<file path="src/rtl/ahb_id_arbiter.sv">
// Shares one AHB-Lite master port between the CPU instruction (I) and data (D) ports.
// D has fixed priority; I wins after D_STREAK back-to-back D grants while it waits.
module ahb_id_arbiter #(
    parameter int D_STREAK = 4
) (
    input  logic        HCLK,
    input  logic        HRESETn,

    input  logic [31:0] HADDR_I,
    input  logic [1:0]  HTRANS_I,
    input  logic        HWRITE_I,
    input  logic [2:0]  HSIZE_I,
    input  logic [31:0] HWDATA_I,
    output logic [31:0] HRDATA_I,
    output logic        HREADY_I,
    output logic        HRESP_I,

    input  logic [31:0] HADDR_D,
    input  logic [1:0]  HTRANS_D,
    input  logic        HWRITE_D,
    input  logic [2:0]  HSIZE_D,
    input  logic [31:0] HWDATA_D,
    output logic [31:0] HRDATA_D,
    output logic        HREADY_D,
    output logic        HRESP_D,

    output logic [31:0] HADDR_M,
    output logic [1:0]  HTRANS_M,
    output logic        HWRITE_M,
    output logic [2:0]  HSIZE_M,
    output logic [2:0]  HBURST_M,
    output logic [31:0] HWDATA_M,
    input  logic [31:0] HRDATA_M,
    input  logic        HREADY_M,
    input  logic        HRESP_M
);

    localparam int SW = (D_STREAK < 1) ? 1 : $clog2(D_STREAK + 1);
    localparam logic [SW-1:0] STREAK_MAX = SW'(D_STREAK);
    localparam logic [1:0] TRANS_IDLE   = 2'b00;
    localparam logic [1:0] TRANS_NONSEQ = 2'b10;

    typedef enum logic [1:0] {
        OWN_NONE = 2'b00,
        OWN_I    = 2'b01,
        OWN_D    = 2'b10
    } owner_e;

    owner_e          dp_owner;
    owner_e          dp_owner_nxt;
    logic [SW-1:0]   streak;
    logic [SW-1:0]   streak_nxt;

    logic            pend_i_vld;
    logic [31:0]     pend_i_addr;
    logic            pend_i_write;
    logic [2:0]      pend_i_size;
    logic            pend_d_vld;
    logic [31:0]     pend_d_addr;
    logic            pend_d_write;
    logic [2:0]      pend_d_size;

    logic [31:0]     addr_q;
    logic            write_q;
    logic [2:0]      size_q;

    logic            outstanding_i;
    logic            outstanding_d;
    logic            ready_i;
    logic            ready_d;
    logic            live_i;
    logic            live_d;
    logic            cand_i;
    logic            cand_d;
    logic            slot;
    logic            i_first;
    logic            grant_i;
    logic            grant_d;
    logic [31:0]     sel_addr;
    logic            sel_write;
    logic [2:0]      sel_size;

    // Only HTRANS[1] matters: SEQ and NONSEQ are both reissued downstream as NONSEQ.
    logic            unused_trans_lsb;
    assign unused_trans_lsb = HTRANS_I[0] ^ HTRANS_D[0];

    assign outstanding_i = pend_i_vld || (dp_owner == OWN_I);
    assign outstanding_d = pend_d_vld || (dp_owner == OWN_D);

    assign ready_i = !HRESETn || !outstanding_i || ((dp_owner == OWN_I) && HREADY_M);
    assign ready_d = !HRESETn || !outstanding_d || ((dp_owner == OWN_D) && HREADY_M);

    assign live_i = HRESETn && HTRANS_I[1] && ready_i;
    assign live_d = HRESETn && HTRANS_D[1] && ready_d;

    assign cand_i = pend_i_vld || live_i;
    assign cand_d = pend_d_vld || live_d;

    assign slot    = HRESETn && HREADY_M;
    assign i_first = cand_i && (!cand_d || (streak == STREAK_MAX));
    assign grant_i = slot && i_first;
    assign grant_d = slot && cand_d && !i_first;

    // Idle cycles keep the last issued address phase on the bus.
    always_comb begin
        sel_addr  = addr_q;
        sel_write = write_q;
        sel_size  = size_q;
        if (grant_d) begin
            sel_addr  = pend_d_vld ? pend_d_addr  : HADDR_D;
            sel_write = pend_d_vld ? pend_d_write : HWRITE_D;
            sel_size  = pend_d_vld ? pend_d_size  : HSIZE_D;
        end else if (grant_i) begin
            sel_addr  = pend_i_vld ? pend_i_addr  : HADDR_I;
            sel_write = pend_i_vld ? pend_i_write : HWRITE_I;
            sel_size  = pend_i_vld ? pend_i_size  : HSIZE_I;
        end
    end

    always_comb begin
        dp_owner_nxt = dp_owner;
        streak_nxt   = streak;
        if (slot) begin
            if (grant_d) begin
                dp_owner_nxt = OWN_D;
            end else if (grant_i) begin
                dp_owner_nxt = OWN_I;
            end else begin
                dp_owner_nxt = OWN_NONE;
            end
        end
        if (grant_i) begin
            streak_nxt = '0;
        end else if (grant_d && cand_i && (streak != STREAK_MAX)) begin
            streak_nxt = streak + 1'b1;
        end
    end

    always_ff @(posedge HCLK) begin
        if (!HRESETn) begin
            dp_owner <= OWN_NONE;
            streak   <= '0;
        end else begin
            dp_owner <= dp_owner_nxt;
            streak   <= streak_nxt;
        end
    end

    // A live request that is not issued this cycle is parked; it cannot collide
    // with an existing pend because HREADY_x is low while one is held.
    always_ff @(posedge HCLK) begin
        if (!HRESETn) begin
            pend_i_vld   <= 1'b0;
            pend_i_addr  <= '0;
            pend_i_write <= 1'b0;
            pend_i_size  <= '0;
            pend_d_vld   <= 1'b0;
            pend_d_addr  <= '0;
            pend_d_write <= 1'b0;
            pend_d_size  <= '0;
            addr_q       <= '0;
            write_q      <= 1'b0;
            size_q       <= '0;
        end else begin
            if (grant_i || grant_d) begin
                addr_q  <= sel_addr;
                write_q <= sel_write;
                size_q  <= sel_size;
            end
            if (grant_i) begin
                pend_i_vld <= 1'b0;
            end else if (live_i) begin
                pend_i_vld   <= 1'b1;
                pend_i_addr  <= HADDR_I;
                pend_i_write <= HWRITE_I;
                pend_i_size  <= HSIZE_I;
            end
            if (grant_d) begin
                pend_d_vld <= 1'b0;
            end else if (live_d) begin
                pend_d_vld   <= 1'b1;
                pend_d_addr  <= HADDR_D;
                pend_d_write <= HWRITE_D;
                pend_d_size  <= HSIZE_D;
            end
        end
    end

    assign HTRANS_M = (grant_i || grant_d) ? TRANS_NONSEQ : TRANS_IDLE;
    assign HADDR_M  = sel_addr;
    assign HWRITE_M = sel_write;
    assign HSIZE_M  = sel_size;
    assign HBURST_M = 3'b000;
    assign HWDATA_M = (dp_owner == OWN_D) ? HWDATA_D : HWDATA_I;

    assign HREADY_I = ready_i;
    assign HREADY_D = ready_d;
    assign HRESP_I  = HRESETn && (dp_owner == OWN_I) && HRESP_M;
    assign HRESP_D  = HRESETn && (dp_owner == OWN_D) && HRESP_M;
    assign HRDATA_I = HRDATA_M;
    assign HRDATA_D = HRDATA_M;

endmodule

</file>
<file path="config.mk">
export PLATFORM = sky130hd
export DESIGN_NAME = ahb_id_arbiter
export DESIGN_NICKNAME = d
export VERILOG_FILES = /design/src/rtl/ahb_id_arbiter.sv
export SDC_FILE = /design/constraint.sdc
export NUM_CORES = 1
export LEC_CHECK = 0
export ABC_AREA = 1
export BUFFER_PORTS_ARGS = -buffer_cell sky130_fd_sc_hd__buf_4
export CAP_MARGIN = 20
export CORE_AREA = 2 2 123 125
export CTS_CLUSTER_DIAMETER = 100
export DETAILED_ROUTE_END_ITERATION = 10
export DIE_AREA = 0 0 125 127
export PLACE_DENSITY = 0.92
export SLEW_MARGIN = 20
export SYNTH_ARGS = -nofsm -noshare
export SYNTH_HDL_FRONTEND = slang
export SYNTH_SLANG_ARGS = --single-unit
export TNS_END_PERCENT = 30
</file>
<file path="constraint.sdc">
create_clock -name HCLK -period 2.5 [get_ports HCLK]
set_input_delay 0.125 -clock HCLK [delete_from_list [all_inputs] [get_ports HCLK]]
set_output_delay 0.125 -clock HCLK [all_outputs]
set_load 0.01 [all_outputs]
</file>
==> summary.txt <==
Run status
  • Status: completed

Synth
  • Top FF cell, synth: dfxtp_1
  • Seq cells post-synth: between 100 and 150
  • Syn. warnings: 0
  • Distinct cells, synth: 28
  • Syn Std Cell Area: 7030 µm²
  • Number of synthesized flops with an enable pin: 0
  • Synth Instances: roughly 1100
  • Post-synthesis sequential area ratio: 0.327
  • Synthesized area per cell: around 6.3 µm²
  • Post-synth ARST share: 0

Die
  • Die width: about 130 µm
  • Placeable core area: roughly 14000 µm²
  • Number of top-level pins: 317
  • # rows: 44
  • Die Height: approximately 130 µm
  • Initial Util: 0.488
  • Die area: roughly 16000 µm²

Critical path
  • Most Frequent Cell on Critical Path: nand2_2
  • CP cell instances: inv_2 -> nand3_1 -> nand2_1 -> nand2_2 -> nand2_2 -> nand2_2 -> nand3_4 -> buf_12 -> nand2_4 -> nor2_1 -> nor2_1 -> inv_1 -> buf_4
  • CP arrival: ~2.3 ns
  • Slowest stage delay, CP: about 0.36 ns
  • Crit path max-delay family: simple AND/OR/NAND/NOR gates
  • CP Class: reg -> out
  • Crit start category: flop
  • CP Max Fanout: 7
  • CP bufs+invs: 4
  • Required @ worst endpoint: about 2.4 ns
  • CP Capture Type: output port
  • Slowest stage cell, crit path: dfxtp_1

Timing
  • Setup Viol. Count Final: 0
  • Final Hold Viols: 0
  • Final period util: 0.957
  • Fin. max-slew vios: 0
  • Slew margin rel.: 0.570
  • Slew @ Worst Pin: 0.645 ns
  • Min cycle time layout: around 2.4 ns
  • Final worst setup slack: around 0.11 ns
  • Peak Freq: 418 MHz
  • Clock skew: between 0.007 and 0.008 ns
  • Worst hold slack: around 0.027 ns

Final layout
  • Share of cells above drive strength 1: 0.260
  • Multi-input gate area: about 3500 µm²
  • Filler instances: 1225
  • Storage cell area: roughly 2300 µm²
  • Post-layout net count: between 1000 and 1500
  • Non-filler cells, final: between 1000 and 1500
  • Area Overhead vs Synth: 31.6%

Pwr
  • P_sw: 0.00163 W
  • Sequential share of power: 0.363
  • Worst IR Drop VDD: about 0.68 mV
  • Power Density: roughly 600 nW/µm²
  • Clock power frac: 0.404
  • Leak: around 4.8 nW
  • Pint: between 0.003 and 0.004 W
  • Comb power frac: 0.233
  • Net Sw Frac: 0.292

CTS
  • CTS H-tree depth: 4
  • Sinks on Clock Net: ~120
  • CTS tree: yes
  • Total CTS buffers: 17
  • Clock slew at reported path FFs: 0.05 ns
  • Worst skew pair latency: between 0.4 and 0.5 ns
  • Clk buf depth: 2
  • Root buf cell: clkbuf_16

Place
  • Detail Placement HPWL: ~14000 µm
  • Number of I/O port buffers: around 210
  • Placed cells: 1386
  • Gpl congestion: roughly 0.8
  • Post-Place Setup Slack: ~0.35 ns

Detailed routing
  • # DRC: 0
  • ANT nets after route: 0
  • Iter 0 DRT Violations: just under 800
  • WL per Instance: roughly 16 µm
  • Iteration count of the initial detailed-routing pass: 5
  • Total number of vias: between 7000 and 8000
  • Total Wirelength: between 20000 and 25000 µm
  • Via-to-Cell Ratio: a little over 5

Global route
  • GRT Total Usage: 0.271
  • Initial antenna violation count: 0
  • Grt ovf: 0
  • First-pass GRT wire length: 34400 µm
  • Largest net degree at the start of global routing: between 70 and 80
  • Vias in the first global route: approximately 7000

Flow run
  • Number of max-cap violations: 0

Min path
  • Hold WC Path Type: in -> reg
==> routing by layer <==
layer / vias up / wire (µm) / track usage
met5: - / 0 / 0
met1: 3434 / 9470 / 0.340
met3: 59 / 2080 / 0.0925
met4: 0 / 475 / 0.0967
li1: 3719 / - / -
met2: 370 / 10700 / 0.436
==> flip-flops by register name, summed over array words and instances (netlist names), 2 cells and up <==
register	count
pend_d_size	3
addr_q	32
pend_i_size	3
streak	3
pend_d_addr	32
size_q	3
pend_i_addr	32
dp_owner	2
==> cells in the mapped netlist, types with 23 or more instances <==
cell,instances,area share
a21oi_1,41,0.029
buf_2,24,0.017
buf_4,75,0.080
clkbuf_1,25,0.013
dfxtp_1,115,0.33
inv_1,115,0.061
mux2_2,32,0.051
nand2_1,231,0.12
nand3_1,76,0.054
nand4_1,39,0.035
nor2_1,214,0.11
o21ai_0,49,0.035
o21ai_1,23,0.016
==> cell families (layout without fill, tap and decap cells) <==
| family | count (synthesis) | count (layout) | share of synthesized area |
|---|---|---|---|
| compound gates | 114 | 114 | 0.0815 |
| xor+xnor | 1 | 1 | 0.00125 |
| fa+ha+maj | 2 | 2 | 0.00356 |
| buf+inv | 267 | 429 | 0.190 |
| flops | 115 | 115 | 0.327 |
| mux | 32 | 32 | 0.0512 |
| other cells | 1 | 5 | 0.000533 |
| simple gates | 576 | 580 | 0.344 |
==> path summary, 6_finish.rpt <==
check | start | end | slack (ns) | cells after the start
setup / recovery | dp_owner[0] | HADDR_M[2] | 0.11 | 13
hold / removal | HSIZE_D[0] | pend_d_size[0] | 0.03 | 5
setup reg to reg | dp_owner[0] | pend_i_addr[0] | 0.19 | 12
hold reg to reg | pend_d_addr[11] | pend_d_addr[11] | 0.48 | 2
==> layout by cell type (no fill, tap or decap), types with 2 or more instances in the layout <==
cell,count
buf_4,233
nand2_1,230
nor2_1,207
inv_1,115
dfxtp_1,113
nand3_1,76
o21ai_0,49
a21oi_1,41
nand4_1,39
dlygate4sd3_1,36
mux2_2,32
o21ai_1,23
clkbuf_16,17
nor2_2,9
inv_2,6
nand2_4,6
clkbuf_8,6
clkbuf_1,5
nand2_2,4
nand2_8,4
conb_1,4
clkinv_2,4
buf_6,3
inv_4,2
nor3_1,2
ha_1,2
dfxtp_2,2
buf_12,2
==> area by class of cell <==
type                    count  share of cell area
multi-input cells         733               0.380
well taps                 184              0.0249
repair buffers            274               0.236
clock buffers              28              0.0569
clock inverters             4             0.00216
inverters                 123              0.0504
flip-flops and latches    115               0.249
diodes                      1            0.000270
==> per-stage QoR <==
step	cell area [µm²]	utilization	TNS (ns)	total power (W)
6_report	9250	0.642	0	0.00558
5_1_grt	9250	0.641	-0.0221	0.00582
4_1_cts	9100	0.631	0	0.00552
3_5_place_dp	8180	0.567	0	0.00324
3_3_place_gp	8180	0.567	0	0.00320
2_1_floorplan	7050	-	0	0.00286
==> tightest hold or removal path, cell delays in order <==
cell	delay, ns
buf_4	0.08
inv_1	0.04
nand3_1	0.07
nand2_1	0.05
nor2_1	0.07
==> power groups by stage <==
stage | clock network (W) | registers, W | logic (W)
2_1_floorplan | 0 | 0.00204 | 0.000820
3_3_place_gp | 0 | 0.00205 | 0.00115
6_report | 0.00225 | 0.00202 | 0.00130
5_1_grt | 0.00236 | 0.00203 | 0.00142
3_5_place_dp | 0 | 0.00206 | 0.00118
4_1_cts | 0.00226 | 0.00202 | 0.00124
==> what timing repair did <==
item / in CTS / in global routing
hold buffers: 36 / 0
hold endpoints to repair: 36 / 0
pin swaps: 0 / 4
gates resized for setup: 2 / 18
gates cloned: 0 / 4
endpoints found under the setup margin: 34 / 36
buffers inserted: 0 / 3
No activity file was read; power rests on OpenSTA's default activity.
